<file path="src/rtl/shift_add_multiplier.sv">
// Multi-cycle unsigned shift-and-add multiplier.
// Each RUN cycle consumes one multiplier bit, so a result takes DataWidth cycles after start.
//
// Ports:
//   clk_i           rising-edge clock
//   rst_i           asynchronous active-high reset
//   start_i         begin a multiplication (sampled only when idle)
//   multiplicand_i  operand A, latched with start_i
//   multiplier_i    operand B, latched with start_i
//   product_o       registered 2*DataWidth result of the last completed operation
//   busy_o          high while iterating
//   done_o          one-cycle pulse when product_o has just been updated
module shift_add_multiplier #(
  parameter int unsigned DataWidth = 8
) (
  input  logic                     clk_i,
  input  logic                     rst_i,
  input  logic                     start_i,
  input  logic [DataWidth-1:0]     multiplicand_i,
  input  logic [DataWidth-1:0]     multiplier_i,
  output logic [2*DataWidth-1:0]   product_o,
  output logic                     busy_o,
  output logic                     done_o
);

  localparam int unsigned CntW = (DataWidth > 1) ? $clog2(DataWidth) : 1;
  localparam logic [CntW-1:0] LastCnt = CntW'(DataWidth - 1);

  typedef enum logic [1:0] {StIdle, StRun, StDone} state_e;

  state_e                   state_q, state_d;
  logic [DataWidth-1:0]     mcand_q, mcand_d;
  logic [DataWidth-1:0]     mplier_q, mplier_d;
  logic [DataWidth:0]       hi_q, hi_d;
  logic [CntW-1:0]          cnt_q, cnt_d;
  logic [2*DataWidth-1:0]   product_q, product_d;

  logic [DataWidth:0]       addend;
  logic [DataWidth:0]       sum;

  // hi_q never exceeds 2^DataWidth-1 after a shift, so the sum fits in DataWidth+1 bits.
  always_comb begin
    addend = mplier_q[0] ? {1'b0, mcand_q} : '0;
    sum    = hi_q + addend;
  end

  always_comb begin
    state_d   = state_q;
    mcand_d   = mcand_q;
    mplier_d  = mplier_q;
    hi_d      = hi_q;
    cnt_d     = cnt_q;
    product_d = product_q;

    unique case (state_q)
      StIdle: begin
        if (start_i) begin
          mcand_d  = multiplicand_i;
          mplier_d = multiplier_i;
          hi_d     = '0;
          cnt_d    = '0;
          state_d  = StRun;
        end
      end
      StRun: begin
        // Shift {sum, mplier} right by one: low product bits migrate into mplier_q.
        hi_d     = {1'b0, sum[DataWidth:1]};
        mplier_d = {sum[0], mplier_q[DataWidth-1:1]};
        if (cnt_q == LastCnt) begin
          product_d = {sum, mplier_q[DataWidth-1:1]};
          state_d   = StDone;
        end else begin
          cnt_d = cnt_q + 1'b1;
        end
      end
      StDone: begin
        state_d = StIdle;
      end
      default: begin
        state_d = StIdle;
      end
    endcase
  end

  always_ff @(posedge clk_i or posedge rst_i) begin
    if (rst_i) begin
      state_q   <= StIdle;
      mcand_q   <= '0;
      mplier_q  <= '0;
      hi_q      <= '0;
      cnt_q     <= '0;
      product_q <= '0;
    end else begin
      state_q   <= state_d;
      mcand_q   <= mcand_d;
      mplier_q  <= mplier_d;
      hi_q      <= hi_d;
      cnt_q     <= cnt_d;
      product_q <= product_d;
    end
  end

  assign product_o = product_q;
  assign busy_o    = (state_q == StRun);
  assign done_o    = (state_q == StDone);

endmodule

</file>
<file path="config.mk">
export PLATFORM = sky130hd
export DESIGN_NAME = shift_add_multiplier
export DESIGN_NICKNAME = d
export VERILOG_FILES = /design/src/rtl/shift_add_multiplier.sv
export SDC_FILE = /design/constraint.sdc
export NUM_CORES = 1
export LEC_CHECK = 0
export CORE_AREA = 4 4 79 81
export DETAILED_ROUTE_END_ITERATION = 10
export DIE_AREA = 0 0 83 85
export HOLD_SLACK_MARGIN = 0.03
export PLACE_DENSITY = 0.67
export SYNTH_ARGS = -nofsm -noshare
export SYNTH_HDL_FRONTEND = slang
export SYNTH_SLANG_ARGS = --single-unit
</file>
<file path="constraint.sdc">
create_clock -name clk_i -period 2.9 [get_ports clk_i]
set_clock_uncertainty 0.1 [all_clocks]
set_input_delay 0.435 -clock clk_i [delete_from_list [all_inputs] [get_ports clk_i]]
set_output_delay 0.435 -clock clk_i [all_outputs]
set_load 0.1 [all_outputs]
</file>
==> metrics.md <==
| Metric | Value |
|---|---|
| Post-Synth Simple-Gate Area | `0.129` |
| Gr usage total | `0.126` |
| Most frequent cells in the layout | `dfrtp_1, nand2_1, mux2_2, buf_4` |
| Post-CTS Repair Setup Buffers | `0` |
| Post-CTS resize count | `0` |
| DP Area | `2550 µm²` |
| Syn Area/Cell | `approximately 12 µm²` |
| Clock Tree Buf Depth | `2` |
| Ant. Diodes | `0` |
| Number of global-route vias before repair | `1512` |
| Total of max-cap violations | `0` |
| RSZ-0062 raised after global routing | `no` |
| Clk slew on worst S/H paths | `0.08 ns` |
| Die area | `7060 µm²` |
| Data arrival, critical path | `2.41 ns` |
| Vias per Instance | `4.87` |
| Core area | `5470 µm²` |
| Synthesis-to-layout area growth | `23.1%` |
| CTS Buf Count | `5` |
| Setup Crit Path Kind | `register to register` |
| Final setup viols | `0` |
| Design area | `2670 µm²` |
| Largest net degree at the start of global routing | `46` |
| Ys Warns | `0` |
| Critical path launch point type | `register` |
| Post-Syn Instances | `187` |
| F_max | `~430 MHz` |
| Final period util | `0.805` |
| WL/cell | `13.6 µm` |
| Synthesized cell area | `2170 µm²` |
| Root buf cell | `clkbuf_8` |
| Status | `finished clean` |
| Worst Path Max Fanout | `9` |
| Hold Violations, Final | `0` |
| Initial antenna violation count | `0` |
| DR iter-0 viols | `49` |
| Area of the multi-input gates | `roughly 1000 µm²` |
| # IOs | `37` |
| Total Wirelength | `4.08 mm` |
| Final core utilization | `0.488` |
| Register area | `roughly 1100 µm²` |
| Post-route minimum period | `2.33 ns` |
| # hold bufs at CTS | `0` |
| Number of fill cells in the layout | `536` |
| Post-synthesis register bit count | `45` |
| CTS tree | `done` |
| Crit path capture type | `register` |
| H-Tree Depth | `2` |
| Synth Flop Type | `dfrtp_1` |
| EDFF count, synth | `0` |
| Synth Area in Compound Gates | `0.124` |
| Worst endpoint required time | `between 2 and 3 ns` |
| Residual DRC | `0` |
| Worst-margin pin slew | `0.654 ns` |
| Post-synthesis sequential area ratio | `0.519` |
| Chip Width | `83 µm` |
| Cell Count, Final, Fillers Out | `299` |
| DRT Pass-1 Iters | `4` |
| Main combinational cell family by area after synthesis | `simple AND/OR/NAND/NOR gates` |
| Slew HR | `0.564` |
| Placed wire-length estimate | `around 3 mm` |
| Nets | `256` |
| Fraction of layout cells with a size suffix above 1 | `0.242` |
| Die H | `approximately 85 µm` |
| PortBufs | `36` |
| Synth unique cells | `30` |
| Commonest non-fill, non-tap cell in the layout | `dfrtp_1` |
| Worst-Skew Late Latency | `0.29 ns` |
| First-pass GRT wire length | `7.24 mm` |
| Asr flop ratio synth | `1.00` |
| Fin. max-slew vios | `0` |
| Initial core utilization | `0.397` |
| Adder-Cell Fraction of Synth Area | `0.0669` |
| Clk sink count | `45` |
| Total negative slack | `0 ns` |
| Hold WC Path Type | `register to register` |
| Xor/xnor share of the synthesized area | `0.0242` |
| GR Overflow Total | `0` |
| Final Wtd Congestion | `0.829` |
| Multiplexer area fraction after synthesis | `0.111` |
| Num rows | `27` |
| Net Count, Synth | `217` |
| Post-placement cell count | `between 200 and 300` |
| ANT nets after route | `0` |
| Routed vias | `1455` |
## flip-flops by register name, indices dropped and copies added, names as in the netlist
register / cells
hi_q: 8
mplier_q: 8
cnt_q: 3
state_q: 2
product_o: 16
mcand_q: 8
## Yosys cell counts, types with 2 or more instances
cell	instances	area, µm²
xor2_1	2	17.5
and3b_1	8	70.1
nor2b_1	2	12.5
o21ai_0	18	90.1
nor2_1	5	18.8
mux2_2	20	225
buf_2	5	25.0
nand2_1	21	78.8
a21oi_1	14	70.1
and2_1	8	50.1
a22o_1	6	52.6
xnor2_1	4	35.0
o211ai_1	2	15.0
ha_1	10	125
inv_1	3	11.3
dfrtp_1	45	1130
## worst paths after layout
check | from | endpoint | slack (ns) | depth (start not counted)
min in group asynchronous | rst_i | product_o[0] | 0.49 | 3
worst min-delay path | product_o[9] | product_o[9] | 0.38 | 2
worst max register to register | mplier_q[0] | product_o[13] | 0.57 | 8
max in group asynchronous | rst_i | state_q[1] | 1.84 | 3
worst max-delay path | mplier_q[0] | product_o[13] | 0.57 | 8
worst min register to register | product_o[9] | product_o[9] | 0.38 | 2
## cell families (layout without fill, tap and decap cells)
group / count (synthesis) / after routing
flops: 45 / 45
compound gates: 45 / 45
mux: 21 / 21
buf+inv: 11 / 51
xor+xnor: 6 / 6
simple gates: 48 / 48
fa+ha+maj: 11 / 11
## final cells by class
class | instances | share of cell area
multi-input combinational | 131 | 0.370
clock buffer | 7 | 0.0323
inverter | 5 | 0.00796
clock inverter | 1 | 0.0112
tap | 72 | 0.0337
timing repair buffer | 38 | 0.124
sequential | 45 | 0.422
## metal layers
| metal | GRT usage | part of all wire | vias up | wire [µm] |
|---|---|---|---|---|
| li1 | - | - | 732 | - |
| met1 | 0.166 | 0.50 | 691 | 2050 |
| met2 | 0.192 | 0.44 | 25 | 1810 |
| met3 | 0.0379 | 0.037 | 7 | 152 |
| met4 | 0.0535 | 0.018 | 0 | 75 |
| met5 | 0 | 0 | - | 0 |
## worst max-delay path: stages (launching register included)
cell and delay, ns:
dfrtp_1 0.46, and2_1 0.17, ha_1 0.21, fa_1 0.41, a21oi_1 0.21, o211ai_1 0.13
a21oi_1 0.23, xor2_1 0.19, o21ai_0 0.10
## metrics by stage
step                      setup WS (ns)  hold slack, ns
after floorplan                   0.317           0.356
after global placement            0.632           0.364
after detailed placement          0.592           0.373
after CTS                         0.573           0.390
after global routing              0.321           0.392
final                             0.566           0.382
Power is left out: the tool's default activity adds up to more than one toggle a clock period on the data nets, which glitch-free logic cannot reach.
